<file path="config.mk">
export PLATFORM = sky130hd
export DESIGN_NAME = sat_decim_accum_flat
export DESIGN_NICKNAME = d
export VERILOG_FILES = /design/src/rtl/sat_decim_accum_if.sv /design/src/rtl/sat_decim_accum.sv /design/src/flat_wrapper.sv
export SDC_FILE = /design/constraint.sdc
export NUM_CORES = 1
export LEC_CHECK = 0
export ABC_CLOCK_PERIOD_IN_PS = 3500
export CAP_MARGIN = 25
export CORE_UTILIZATION = 44
export CTS_BUF_LIST = sky130_fd_sc_hd__clkbuf_8
export CTS_CLUSTER_DIAMETER = 120
export DETAILED_ROUTE_END_ITERATION = 10
export GPL_ROUTABILITY_DRIVEN = 0
export PLACE_DENSITY = 0.71
export SLEW_MARGIN = 20
export SYNTH_ARGS = -nofsm -noshare
export SYNTH_HDL_FRONTEND = slang
export SYNTH_SLANG_ARGS = --single-unit
</file>
<file path="constraint.sdc">
create_clock -name clk -period 3.5 [get_ports clk]
set_clock_uncertainty 0.2 [all_clocks]
set_input_delay 0.525 -clock clk [delete_from_list [all_inputs] [get_ports clk]]
set_output_delay 0.525 -clock clk [all_outputs]
set_load 0.01 [all_outputs]
</file>
<file path="src/rtl/sat_decim_accum_if.sv">
// Stream bundle for sat_decim_accum: sample input and frame-sum output
// handshakes. The DUT uses the slave modport, the driving side uses master.
interface sat_decim_accum_if #(
    parameter int IWIDTH = 16,
    parameter int OWIDTH = 20
);
    logic [IWIDTH-1:0] in_data;
    logic              in_valid;
    logic              in_ready;
    logic [OWIDTH-1:0] out_data;
    logic              out_valid;
    logic              out_ready;

    modport master (
        output in_data, in_valid, out_ready,
        input  in_ready, out_data, out_valid
    );

    modport slave (
        input  in_data, in_valid, out_ready,
        output in_ready, out_data, out_valid
    );
endinterface

</file>
<file path="src/rtl/sat_decim_accum.sv">
// Saturating integrate-and-dump decimator with single-entry output register.
// Optional sticky overflow flag is built when SAT_DECIM_OVF_EN is defined.
module sat_decim_accum #(
    parameter int IWIDTH = 16,
    parameter int OWIDTH = 20,
    parameter int CWIDTH = 8
) (
    input  logic              clk,
    input  logic              rst_n,
    sat_decim_accum_if.slave  bus,
    input  logic [CWIDTH-1:0] n_decim,
    output logic              ovf,
    input  logic              ovf_clear
);
    localparam logic [OWIDTH:0] SUM_MAX = {2'b00, {(OWIDTH-1){1'b1}}};
    localparam logic [OWIDTH:0] SUM_MIN = {2'b11, {(OWIDTH-1){1'b0}}};

    logic [OWIDTH-1:0] acc_q, acc_d;
    logic [CWIDTH-1:0] cnt_q, cnt_d;
    logic [CWIDTH-1:0] n_cur_q, n_cur_d;
    logic [OWIDTH-1:0] out_data_q, out_data_d;
    logic              out_valid_q, out_valid_d;

    logic              accept;
    logic              final_acc;
    logic              clamp;
    logic [OWIDTH:0]   in_ext;
    logic [OWIDTH:0]   sum_w;
    logic [OWIDTH-1:0] sum_sat;
    logic [CWIDTH-1:0] n_sel;
    logic [CWIDTH-1:0] n_eff;
    logic [CWIDTH:0]   cnt_inc;

    assign bus.in_ready  = !out_valid_q || bus.out_ready;
    assign bus.out_data  = out_data_q;
    assign bus.out_valid = out_valid_q;
    assign accept        = bus.in_valid && bus.in_ready;

    // The frame length is taken live from n_decim on the first sample of a
    // frame, so the final-sample decision uses it before n_cur_q is loaded.
    always_comb begin
        n_sel     = (cnt_q == '0) ? n_decim : n_cur_q;
        n_eff     = (n_sel == '0) ? CWIDTH'(1) : n_sel;
        cnt_inc   = {1'b0, cnt_q} + (CWIDTH+1)'(1);
        final_acc = (cnt_inc >= {1'b0, n_eff});
    end

    always_comb begin
        in_ext = {{(OWIDTH+1-IWIDTH){bus.in_data[IWIDTH-1]}}, bus.in_data};
        sum_w  = {acc_q[OWIDTH-1], acc_q} + in_ext;
        clamp  = (sum_w[OWIDTH] != sum_w[OWIDTH-1]);
        if (!clamp) begin
            sum_sat = sum_w[OWIDTH-1:0];
        end else if (sum_w[OWIDTH]) begin
            sum_sat = SUM_MIN[OWIDTH-1:0];
        end else begin
            sum_sat = SUM_MAX[OWIDTH-1:0];
        end
    end

    always_comb begin
        acc_d       = acc_q;
        cnt_d       = cnt_q;
        n_cur_d     = n_cur_q;
        out_data_d  = out_data_q;
        out_valid_d = out_valid_q;
        if (out_valid_q && bus.out_ready) begin
            out_valid_d = 1'b0;
        end
        if (accept) begin
            if (cnt_q == '0) begin
                n_cur_d = n_decim;
            end
            if (final_acc) begin
                out_data_d  = sum_sat;
                out_valid_d = 1'b1;
                acc_d       = '0;
                cnt_d       = '0;
            end else begin
                acc_d = sum_sat;
                cnt_d = cnt_inc[CWIDTH-1:0];
            end
        end
    end

    always_ff @(posedge clk or negedge rst_n) begin
        if (!rst_n) begin
            acc_q       <= '0;
            cnt_q       <= '0;
            n_cur_q     <= CWIDTH'(1);
            out_data_q  <= '0;
            out_valid_q <= 1'b0;
        end else begin
            acc_q       <= acc_d;
            cnt_q       <= cnt_d;
            n_cur_q     <= n_cur_d;
            out_data_q  <= out_data_d;
            out_valid_q <= out_valid_d;
        end
    end

`ifdef SAT_DECIM_OVF_EN
    logic ovf_q, ovf_d;

    // Set has priority over clear on the same edge.
    always_comb begin
        ovf_d = ovf_q;
        if (ovf_clear) begin
            ovf_d = 1'b0;
        end
        if (accept && clamp) begin
            ovf_d = 1'b1;
        end
    end

    always_ff @(posedge clk or negedge rst_n) begin
        if (!rst_n) begin
            ovf_q <= 1'b0;
        end else begin
            ovf_q <= ovf_d;
        end
    end

    assign ovf = ovf_q;
`else
    logic unused_ovf_clear;
    assign unused_ovf_clear = ovf_clear;
    assign ovf = 1'b0;
`endif
endmodule
</file>
<file path="src/flat_wrapper.sv">
// flat-port wrapper written by rule: the top's interface ports become plain ports
module sat_decim_accum_flat 
#(
    parameter int IWIDTH = 16,
    parameter int OWIDTH = 20,
    parameter int CWIDTH = 8
)
  (clk, rst_n, n_decim, ovf, ovf_clear, bus_in_data, bus_in_valid, bus_out_ready, bus_in_ready, bus_out_data, bus_out_valid);
  sat_decim_accum_if #(.IWIDTH(IWIDTH), .OWIDTH(OWIDTH)) bus_i ();
  input  logic clk;
  input  logic rst_n;
  input  logic [CWIDTH-1:0] n_decim;
  output logic ovf;
  input  logic ovf_clear;
  input wire logic [$bits(bus_i.in_data)-1:0] bus_in_data;
  input wire logic [$bits(bus_i.in_valid)-1:0] bus_in_valid;
  input wire logic [$bits(bus_i.out_ready)-1:0] bus_out_ready;
  output wire logic [$bits(bus_i.in_ready)-1:0] bus_in_ready;
  output wire logic [$bits(bus_i.out_data)-1:0] bus_out_data;
  output wire logic [$bits(bus_i.out_valid)-1:0] bus_out_valid;
  assign bus_i.in_data = bus_in_data;
  assign bus_i.in_valid = bus_in_valid;
  assign bus_i.out_ready = bus_out_ready;
  assign bus_in_ready = bus_i.in_ready;
  assign bus_out_data = bus_i.out_data;
  assign bus_out_valid = bus_i.out_valid;
  sat_decim_accum #(.IWIDTH(IWIDTH), .OWIDTH(OWIDTH), .CWIDTH(CWIDTH)) u_core (.clk(clk), .rst_n(rst_n), .bus(bus_i), .n_decim(n_decim), .ovf(ovf), .ovf_clear(ovf_clear));
endmodule
</file>
# Yosys cells after proc, flatten, opt, wreduce, memory -nomap -nowiden
# Index checks and enable logic that the tools add are counted.
[totals]
reg_bits = 57
input_bits = 29
output_inout_bits = 23
word_cells = 25
[op_classes]
n_addsub = 2
order_cmp = 1
eq_ne = 1
mux = 9
n_reduce_logical = 7
[op_table]
columns = ["cell", "count"]
rows = [
  ["$mux 20", 3],
  ["$mux 8", 3],
  ["$add 20x16->21", 1],
  ["$logic_not 8->1", 2],
  ["$add 8x1->9 const B", 1],
  ["$ge 9x8->1", 1],
  ["$mux 1", 3],
  ["$logic_and 1x1->1", 2],
  ["$reduce_and 2->1", 1],
  ["$logic_not 1->1", 1],
  ["$logic_or 1x1->1", 1],
  ["$ne 1x1->1", 1],
]

# Depth between registers and ports, before layout
# Gate-level depths: netlist of run 1.
[logic_depth]
ltp_word = 7
depth_mapped = 18

# Worst setup path before layout of run 1
# Ideal clock, no wire load.
[synth_timing]
kind = "reg2reg"
from = "register u_core.cnt_q[0]"
to = "register u_core.acc_q[1]"
setup_time_ns = 0.132
t_arrival_ns = 3.011
path_slack_ns = 0.158
stages_incl_launch_ff = 17
n_path_buf = 3
period_less_slack_ns = 3.342
path_cell_list = "dfrtp_1 > inv_1 > ha_1 > nor4b_1 > nand2_1 > clkbuf_1 > nor3_1 > a21oi_1 > ha_1 > nand4_1 > nor2_1 > nor4_1 > a21oi_1 > or2_1 > clkbuf_1 > buf_2 > o22ai_2"
[synth_via]
elab_chain_cells = 6
elab_cells_between_ends = 7
classes_between = "add/sub: 1; order compare: 1; mux: 3; reduce/logical: 2"
[synth_lines]
columns = ["element", "line", "rtl"]
rows = [
  ["from (decl)", "sat_decim_accum.sv:19", "logic [CWIDTH-1:0] cnt_q, cnt_d;"],
  ["from (signal assigned)", "sat_decim_accum.sv:95", "cnt_q <= cnt_d;"],
  ["$logic_not 8->1", "sat_decim_accum.sv:42", "n_sel = (cnt_q == '0) ? n_decim : n_cur_q;"],
  ["$mux 8", "sat_decim_accum.sv:42", ""],
  ["$logic_not 8->1", "sat_decim_accum.sv:43", "n_eff = (n_sel == '0) ? CWIDTH'(1) : n_sel;"],
  ["$mux 8", "sat_decim_accum.sv:43", ""],
  ["$ge 9x8->1 *", "sat_decim_accum.sv:45", "final_acc = (cnt_inc >= {1'b0, n_eff});"],
  ["$mux 20 *", "sat_decim_accum.sv:74", "if (final_acc) begin"],
  ["to (signal assigned)", "sat_decim_accum.sv:88", "acc_q <= '0;"],
  ["to (signal assigned)", "sat_decim_accum.sv:94", "acc_q <= acc_d;"],
  ["to (decl)", "sat_decim_accum.sv:18", "logic [OWIDTH-1:0] acc_q, acc_d;"],
]
# Every way passes the cells marked *; elsewhere a longest branch is shown, timed or not.
# A chain may end at the register's enable or synchronous reset.

# Worst setup path after layout of run 1
[layout_timing]
from = "register u_core.cnt_q[1]"
to = "register u_core.acc_q[3]"
# Same word-level chain as after synthesis.

==> results of run 1 <==
-- routing by layer --
metal | track usage, % | part of all wire (%) | vias up
met1 | 26.6 | 45 | 1714
li1 | - | - | 1791
met3 | 4.70 | 4.2 | 19
met2 | 36.8 | 49 | 93
met5 | 0 | 0 | -
met4 | 7.46 | 1.8 | 0
-- cell type report --
cell class	instances	area (µm²)	area share [%]
Multi-Input combinational cell	364	2410	47.7
Sequential cell	57	1430	28.2
Timing Repair Buffer	91	843	16.7
Clock buffer	11	151	2.99
Tap cell	108	135	2.67
Inverter	12	45.0	0.890
Clock inverter	4	43.8	0.865
-- path summary, 6_finish.rpt --
path,start,endpoint,cells past startpoint
setup / recovery,u_core.cnt_q[1],u_core.acc_q[3],15
hold reg to reg,u_core.bus.out_data[12],u_core.bus.out_data[12],2
setup reg to reg,u_core.cnt_q[1],u_core.acc_q[3],15
max in group asynchronous,rst_n,u_core.acc_q[14],2
hold / removal,rst_n,u_core.acc_q[5],1
min in group clk,u_core.bus.out_data[12],u_core.bus.out_data[12],2
-- registers in the layout, summed over array words and instances, names as in the netlist --
signal,count
u_core.n_cur_q,8
u_core.bus.out_data,20
u_core.bus.out_valid,1
u_core.acc_q,20
u_core.cnt_q,8
-- where the power goes --
| part | internal [W] | leakage, nW | switching, W | total (W) |
|---|---|---|---|---|
| Sequential | 0.000971 | 0.708 | 0.000188 | 0.00116 |
| Clock | 0.000359 | 0.106 | 0.000270 | 0.000628 |
| Combinational | 0.00174 | 1.45 | 0.00194 | 0.00368 |
| Total | 0.00307 | 2.27 | 0.00240 | 0.00547 |
-- kinds of logic (layout without fill, tap and decap cells) --
group / Yosys count / count (layout) / synth area share, %
simple gates: 151 / 151 / 17.7
compound gates: 133 / 133 / 20.4
flops: 57 / 57 / 36.1
fa+ha+maj: 49 / 49 / 14.9
buf+inv: 34 / 118 / 3.79
xor+xnor: 21 / 21 / 4.83
mux: 9 / 9 / 2.31
other cells: 1 / 1 / 0.0947
-- stage by stage --
| step | hold slack, ns | TNS, ns |
|---|---|---|
| floorplan | 0.0294 | 0 |
| global placement | 0.273 | -7.54 |
| detailed placement | 0.275 | -9.27 |
| CTS | 0.193 | 0 |
| global route | 0.0141 | -1.75 |
| finish | -0.00929 | 0 |
-- placed cells by master, fill, tap and decap left out, types with 3 or more instances in the layout --
cell type	Yosys	layout
sky130_fd_sc_hd__dfrtp_1	56	56
sky130_fd_sc_hd__o21ai_1	39	39
sky130_fd_sc_hd__ha_1	30	30
sky130_fd_sc_hd__maj3_2	11	11
sky130_fd_sc_hd__o22ai_1	3	3
sky130_fd_sc_hd__nor2_1	24	24
sky130_fd_sc_hd__or3_1	4	4
sky130_fd_sc_hd__xor2_1	11	11
sky130_fd_sc_hd__a211oi_1	3	3
sky130_fd_sc_hd__inv_1	11	12
sky130_fd_sc_hd__o21ai_0	19	19
sky130_fd_sc_hd__buf_4	3	38
sky130_fd_sc_hd__nand4_1	5	5
sky130_fd_sc_hd__clkbuf_8	0	11
sky130_fd_sc_hd__nor3_1	12	11
sky130_fd_sc_hd__clkdlybuf4s50_1	0	48
sky130_fd_sc_hd__o221ai_1	3	3
sky130_fd_sc_hd__o31ai_1	6	5
sky130_fd_sc_hd__o21a_1	3	3
sky130_fd_sc_hd__a31oi_1	6	6
sky130_fd_sc_hd__mux2i_1	8	7
sky130_fd_sc_hd__or4_1	3	3
sky130_fd_sc_hd__a21o_1	8	8
sky130_fd_sc_hd__nand2b_1	6	6
sky130_fd_sc_hd__xnor2_1	9	9
sky130_fd_sc_hd__and3_1	3	3
sky130_fd_sc_hd__nand3_1	10	10
sky130_fd_sc_hd__o211ai_1	3	3
sky130_fd_sc_hd__maj3_1	7	7
sky130_fd_sc_hd__nand2_1	74	74
sky130_fd_sc_hd__a21oi_1	29	28
-- cell usage after synthesis (3+ instances only) --
| master | number |
|---|---|
| sky130_fd_sc_hd__a21oi_1 | 29 |
| sky130_fd_sc_hd__xor2_1 | 11 |
| sky130_fd_sc_hd__o211ai_1 | 3 |
| sky130_fd_sc_hd__o21ai_0 | 19 |
| sky130_fd_sc_hd__ha_1 | 30 |
| sky130_fd_sc_hd__xnor2_1 | 9 |
| sky130_fd_sc_hd__a31oi_1 | 6 |
| sky130_fd_sc_hd__inv_1 | 11 |
| sky130_fd_sc_hd__nand3_1 | 10 |
| sky130_fd_sc_hd__o21a_1 | 3 |
| sky130_fd_sc_hd__o221ai_1 | 3 |
| sky130_fd_sc_hd__o31ai_1 | 6 |
| sky130_fd_sc_hd__a21o_1 | 8 |
| sky130_fd_sc_hd__nand2b_1 | 6 |
| sky130_fd_sc_hd__maj3_2 | 11 |
| sky130_fd_sc_hd__or3_1 | 4 |
| sky130_fd_sc_hd__nor3_1 | 12 |
| sky130_fd_sc_hd__o21ai_1 | 39 |
| sky130_fd_sc_hd__dfrtp_1 | 56 |
| sky130_fd_sc_hd__nor2_1 | 24 |
| sky130_fd_sc_hd__o22ai_1 | 3 |
| sky130_fd_sc_hd__maj3_1 | 7 |
| sky130_fd_sc_hd__mux2i_1 | 8 |
| sky130_fd_sc_hd__clkbuf_1 | 15 |
| sky130_fd_sc_hd__and3_1 | 3 |
| sky130_fd_sc_hd__nand2_1 | 74 |
| sky130_fd_sc_hd__buf_2 | 3 |
| sky130_fd_sc_hd__a211oi_1 | 3 |
| sky130_fd_sc_hd__or4_1 | 3 |
| sky130_fd_sc_hd__nand4_1 | 5 |
| sky130_fd_sc_hd__buf_4 | 3 |
-- worst register-to-register path: cells and delay by family, from the launching register on --
| family | cells | cell delay (ns) |
|---|---|---|
| muxes | 1 | 0.26 |
| AOI/OAI and AO/OA | 5 | 0.73 |
| and+or+nand+nor | 3 | 0.70 |
| DFF | 1 | 0.42 |
| adders and majority gates | 2 | 0.44 |
| buffers and inverters | 4 | 0.59 |
-- repair_timing --
item	in CTS	in global routing
pin swaps	1	1
resized for setup	1	8
endpoints found under the setup margin	16	48
buffers inserted	0	3
==> Implementation_results.wiki, run 1 <==
{| class="wikitable"
! Metric !! Value
|-
| Outcome || finished, violations left
|-
| Failing checks || hold timing
|-
| Pin count of the biggest net entering global routing || 46
|-
| Ys Warns || 0
|-
| Syn Inst Count || about 460
|-
| Biggest fanout along the worst timing path || 10
|-
| Post-CTS clock slew at the launch and capture registers of the worst setup and hold paths || 0.07 ns
|-
| Post-detailed-route DRC marker count || 0
|-
| Endpoint arrival time on the critical path || between 3 and 4 ns
|-
| Sort of element at the end of the critical path || flop
|-
| Share of the cycle needed by the critical path after routing || about 97%
|-
| First-pass GRT wire length || around 16000 µm
|-
| Cell Count, Final, Fillers Out || ~650
|-
| # rows || 34
|-
| Largest cells by area after synthesis || sky130_fd_sc_hd__dfrtp_1 (35%), sky130_fd_sc_hd__ha_1 (9.5%), sky130_fd_sc_hd__nand2_1 (7.0%)
|-
| Max Slew Vio Count || 0
|-
| # Max-Cap Violations || 0
|-
| Min-delay worst type || input pin to async pin
|-
| Peak supply drop || 0.435 mV
|-
| Post-route cell area || between 5000 and 6000 µm²
|-
| Maximum clock path buffer count || 2
|-
| Chip Width || roughly 97 µm
|-
| Sequential area share after synthesis || 36.1%
|-
| Nets || just under 600
|-
| I/O Buffers || a little under 50
|-
| Largest incremental delay on the critical path || around 0.42 ns
|-
| Critical Path, Cell by Cell || inv_1 -> ha_1 -> nor4b_2 -> nand2_1 -> buf_4 -> buf_4 -> mux2i_2 -> ha_1 -> o21ai_1 -> a21oi_1 -> o31ai_2 -> a21oi_2 -> or2_4 -> buf_12 -> o21ai_1
|-
| Number of antenna violations at the first check in global routing || 0
|-
| Maximum operating frequency || 294 MHz
|-
| Final min period || between 3 and 4 ns
|-
| N_diodes || 0
|-
| Number of global-route vias before repair || 3520
|-
| Number of flops mapped to enable cells by yosys || 0
|-
| Wirelength per Cell || between 15 and 20 µm
|-
| GR Util All Layers || 21.5%
|-
| Cell chosen for the clock root || sky130_fd_sc_hd__clkbuf_8
|-
| DRT iter0 DRCs || about 140
|-
| Finish-stage setup viols || 0
|-
| Half-perimeter wire length after detailed placement || around 7300 µm
|-
| Crit-path slowest cell || sky130_fd_sc_hd__dfrtp_1
|-
| Total number of clock tree sinks || 57
|-
| Prevailing post-synth register cell || sky130_fd_sc_hd__dfrtp_1
|-
| Data required time at the worst endpoint || between 3 and 4 ns
|-
| Avg Cell Area, Syn || between 8 and 9 µm²
|-
| Area growth from synthesis to layout || 27.8%
|-
| Antenna-violating nets left || 0
|-
| Total number of vias || approximately 3600
|-
| Routed vias/inst || approximately 5.6
|-
| Startpoint type of the worst setup path || flop
|-
| Area post-placement || 4790 µm²
|-
| Cell area after technology mapping || ~4000 µm²
|-
| Die H || approximately 97 µm
|-
| Share of post-route cells with drive strength above 1 || around 16%
|-
| CP bufs+invs || 4
|-
| Net count after synthesis || approximately 520
|-
| Slew of the pin with the lowest slew margin || roughly 0.6 ns
|-
| Area share of the leading cell type in the synthesized netlist || 35.4%
|-
| Number of buffers created by CTS || 9
|-
| Final core utilization || 58.0%
|-
| Final worst setup slack || 0.0978 ns
|-
| Final Hold Fails || 31
|-
| Wire length reported by the detailed router || between 9000 and 10000 µm
|-
| Hold-fix buffers, CTS || 0
|-
| H-tree levels || 3
|-
| Reported leakage power || between 2 and 2.5 nW
|-
| Overall power consumption || between 0.005 and 0.006 W
|-
| Die footprint || around 9400 µm²
|-
| Worst slack at placement || -0.319 ns
|-
| Power per cell area || roughly 1100 nW/µm²
|-
| Fill count || around 760
|-
| Min Hold Slack || -0.00929 ns
|-
| Inst Count DP || roughly 630
|-
| Ports || 52
|-
| Headroom to the max-slew limit || just over 60%
|-
| Number of flip-flops and latches in the synthesized netlist || 57
|-
| Router iterations before antenna repair || 5
|-
| Core Box Area || approximately 8700 µm²
|-
| Type of the worst setup path || flop to flop
|-
| Initial Utilization || 45.4%
|-
| Kind of cell with the highest combined delay on the critical path || compound AO/OA/AOI/OAI gates
|-
| Synth async-reset ratio || between 90% and 100%
|-
| GRT Residual Overflow || 0
|-
| Worst reg2reg setup slack || 0.1 ns
|-
| TritonCTS clock tree || built
|-
| Post-synth cell types || 56
|-
| Clock latency on the worst-skew pair || ~0.34 ns
|-
| Library cell with the largest summed area after synthesis || sky130_fd_sc_hd__dfrtp_1
|}
(Power assumes the default switching activity.)
==> inputs of run 2 (changes only) <==
==> constraint.sdc (replaced) <==
create_clock -name clk -period 3.5 [get_ports clk]
set_clock_uncertainty 0.2 [all_clocks]
set_input_delay 0.7 -clock clk [delete_from_list [all_inputs] [get_ports clk]]
set_output_delay 0.7 -clock clk [all_outputs]
set_load 0.01 [all_outputs]
==> Implementation_results.wiki, run 2 (same netlist as run 1, synthesis figures left out) <==
{| class="wikitable"
! Metric !! Value
|-
| Outcome || complete, no violations
|-
| Number of global-route vias before repair || 3569 (+1.4%)
|-
| Share of the cycle needed by the critical path after routing || 95.0% (-2.2 points)
|-
| Overall power consumption || 0.00553 W (+1.1%)
|-
| Slew of the pin with the lowest slew margin || 0.629 ns (+0.0423 ns)
|-
| Ports || 52 (unchanged)
|-
| TritonCTS clock tree || built
|-
| Final min period || 3.32 ns (-0.0785 ns)
|-
| Max Slew Vio Count || 0 (unchanged)
|-
| Hold-fix buffers, CTS || 0 (unchanged)
|-
| Type of the worst setup path || input pin to flop
|-
| H-tree levels || 3 (unchanged)
|-
| Wirelength per Cell || 14.4 µm (-5.2%)
|-
| Cell chosen for the clock root || sky130_fd_sc_hd__clkbuf_8
|-
| Initial Utilization || 45.4% (unchanged)
|-
| Routed vias/inst || 5.39 (-3.6%)
|-
| Biggest fanout along the worst timing path || 18 (+8)
|-
| Headroom to the max-slew limit || 58.0% (-2.9 points)
|-
| Worst slack at placement || -0.551 ns (-0.232 ns)
|-
| Pin count of the biggest net entering global routing || 26 (-43%)
|-
| I/O Buffers || 49 (unchanged)
|-
| Chip Width || 96.9 µm (unchanged)
|-
| Half-perimeter wire length after detailed placement || 7490 µm (+3.1%)
|-
| Router iterations before antenna repair || 4 (-1)
|-
| Data required time at the worst endpoint || 3.52 ns (-0.04 ns)
|-
| Startpoint type of the worst setup path || input pin
|-
| N_diodes || 0 (unchanged)
|-
| Maximum clock path buffer count || 2 (unchanged)
|-
| Die H || 96.9 µm (unchanged)
|-
| Area growth from synthesis to layout || 31.5%
|-
| Fill count || 753 (-1.1%)
|-
| Most common cell after layout, fill and taps aside || sky130_fd_sc_hd__nand2_1
|-
| DRT iter0 DRCs || 126 (-7.4%)
|-
| Power per cell area || 1060 nW/µm² (-1.7%)
|-
| Worst reg2reg setup slack || 0.26 ns (+0.16 ns)
|-
| Net Sw Frac || 43.3% (-0.54 points)
|-
| Clock latency on the worst-skew pair || 0.34 ns (about the same)
|-
| Sort of element at the end of the critical path || flop
|-
| Commonest non-fill, non-tap cells in the layout || sky130_fd_sc_hd__nand2_1 (73), sky130_fd_sc_hd__buf_4 (56), sky130_fd_sc_hd__dfrtp_1 (56), sky130_fd_sc_hd__clkdlybuf4s50_1 (48), sky130_fd_sc_hd__o21ai_1 (39)
|-
| Relative contribution of sequential cells to total power || 21.1% (about the same)
|-
| Core Box Area || 8720 µm² (unchanged)
|-
| Total number of clock tree sinks || 57 (unchanged)
|-
| # rows || 34 (unchanged)
|-
| Number of antenna violations at the first check in global routing || 0 (unchanged)
|-
| Peak supply drop || 0.408 mV (-6.2%)
|-
| Post-CTS clock slew at the launch and capture registers of the worst setup and hold paths || 0.07 ns (about the same)
|-
| Antenna-violating nets left || 0 (unchanged)
|-
| Final Hold Fails || 0 (-100%)
|-
| Maximum operating frequency || 301 MHz (+2.4%)
|-
| Share of post-route cells with drive strength above 1 || 19.0% (+3.0 points)
|-
| Switching pwr || 0.00240 W (-0.13%)
|-
| Reported leakage power || 2.36 nW (+4.3%)
|-
| Power share of the combinational group || 68.2% (+0.9 points)
|-
| Total number of vias || 3588 (-0.80%)
|-
| Endpoint arrival time on the critical path || 3.34 ns (-0.12 ns)
|-
| GRT Residual Overflow || 0 (unchanged)
|-
| Cell-internal power || 0.00314 W (+2.1%)
|-
| Number of buffers created by CTS || 9 (unchanged)
|-
| # Max-Cap Violations || 0 (unchanged)
|-
| Wire length reported by the detailed router || 9620 µm (-2.4%)
|-
| Power share of the clock group || 10.8% (-0.7 points)
|-
| Nets || 613 (+3.0%)
|-
| First-pass GRT wire length || 16400 µm (-0.26%)
|-
| Final worst setup slack || 0.176 ns (+0.0785 ns)
|-
| GR Util All Layers || 21.5% (+0.065 points)
|-
| Post-detailed-route DRC marker count || 0 (unchanged)
|-
| Finish-stage setup viols || 0 (unchanged)
|-
| Die footprint || 9380 µm² (unchanged)
|-
| Min-delay worst type || input pin to async pin
|-
| Final core utilization || 59.7% (+1.7 points)
|}
[run 2: changes by cell type in the layout (fill, tap and decap cells not counted), moves of 2 or more]
cell                      change
sky130_fd_sc_hd__a21oi_1      -3
sky130_fd_sc_hd__a21oi_2      +2
sky130_fd_sc_hd__inv_1        +2
sky130_fd_sc_hd__buf_4       +18
[run 2: what timing repair did]
item | CTS | global route
setup endpoints to repair | 42 | 45
gates resized for setup | 2 | 10
pin swaps | 1 | 1
buffers inserted | 1 | 0
[run 2: cell type report]
type	count	area [µm²]	share of cell area, %
Inverter	12	45.0	0.865
Tap cell	108	135	2.60
Clock buffer	10	138	2.64
Multi-Input combinational cell	364	2430	46.7
Timing Repair Buffer	109	977	18.8
Clock inverter	6	51.3	0.985
Sequential cell	57	1430	27.4
[run 2: worst max-delay path, cell delays in order]
cell and delay (ns):
sky130_fd_sc_hd__clkdlybuf4s50_1 0.41, sky130_fd_sc_hd__ha_1 0.31, sky130_fd_sc_hd__a21o_1 0.17, sky130_fd_sc_hd__or3_1 0.32, sky130_fd_sc_hd__o21a_1 0.20, sky130_fd_sc_hd__a21o_1 0.23
sky130_fd_sc_hd__a21oi_4 0.53, sky130_fd_sc_hd__maj3_2 0.38, sky130_fd_sc_hd__o22ai_2 0.06
[run 2: stage by stage]
step / instances / instance area, µm² / setup TNS, ns / hold slack [ns]
final: 666 / 5210 / 0 / 0.0277
after global routing: 666 / 5210 / -0.0238 / 0.0317
after CTS: 666 / 5160 / 0 / 0.0225
after detailed placement: 649 / 4960 / -18.40 / 0.271
after global placement: 649 / 4960 / -15.48 / 0.272
after floorplan: 455 / 3960 / 0 / 0.204
[run 2: power by group through the flow]
stage	sequential [W]	combinational (W)	clock, W
after floorplan	0.00117	0.00238	0
after global placement	0.00116	0.00358	0
after detailed placement	0.00117	0.00369	0
after CTS	0.00117	0.00373	0.000614
after global routing	0.00120	0.00418	0.000646
final	0.00116	0.00377	0.000596
[run 2: per-layer routing]
metal	GRT usage [%]	wire length [µm]	share of wire, %
met4	7.35	131	1.4
met5	0	0	0
met2	37.2	4790	50
met1	27.3	4330	45
met3	3.40	377	3.9
[run 2: worst paths after layout]
kind | from | endpoint | cells after the start
max in group asynchronous | rst_n | u_core.bus.out_data[18] | 2
min reg2reg | u_core.bus.out_data[18] | u_core.bus.out_data[18] | 2
max | bus_in_data[5] | u_core.acc_q[1] | 9
min | rst_n | u_core.n_cur_q[2] | 1
max reg2reg | u_core.cnt_q[1] | u_core.acc_q[6] | 17
min in group clk | u_core.bus.out_data[18] | u_core.bus.out_data[18] | 2
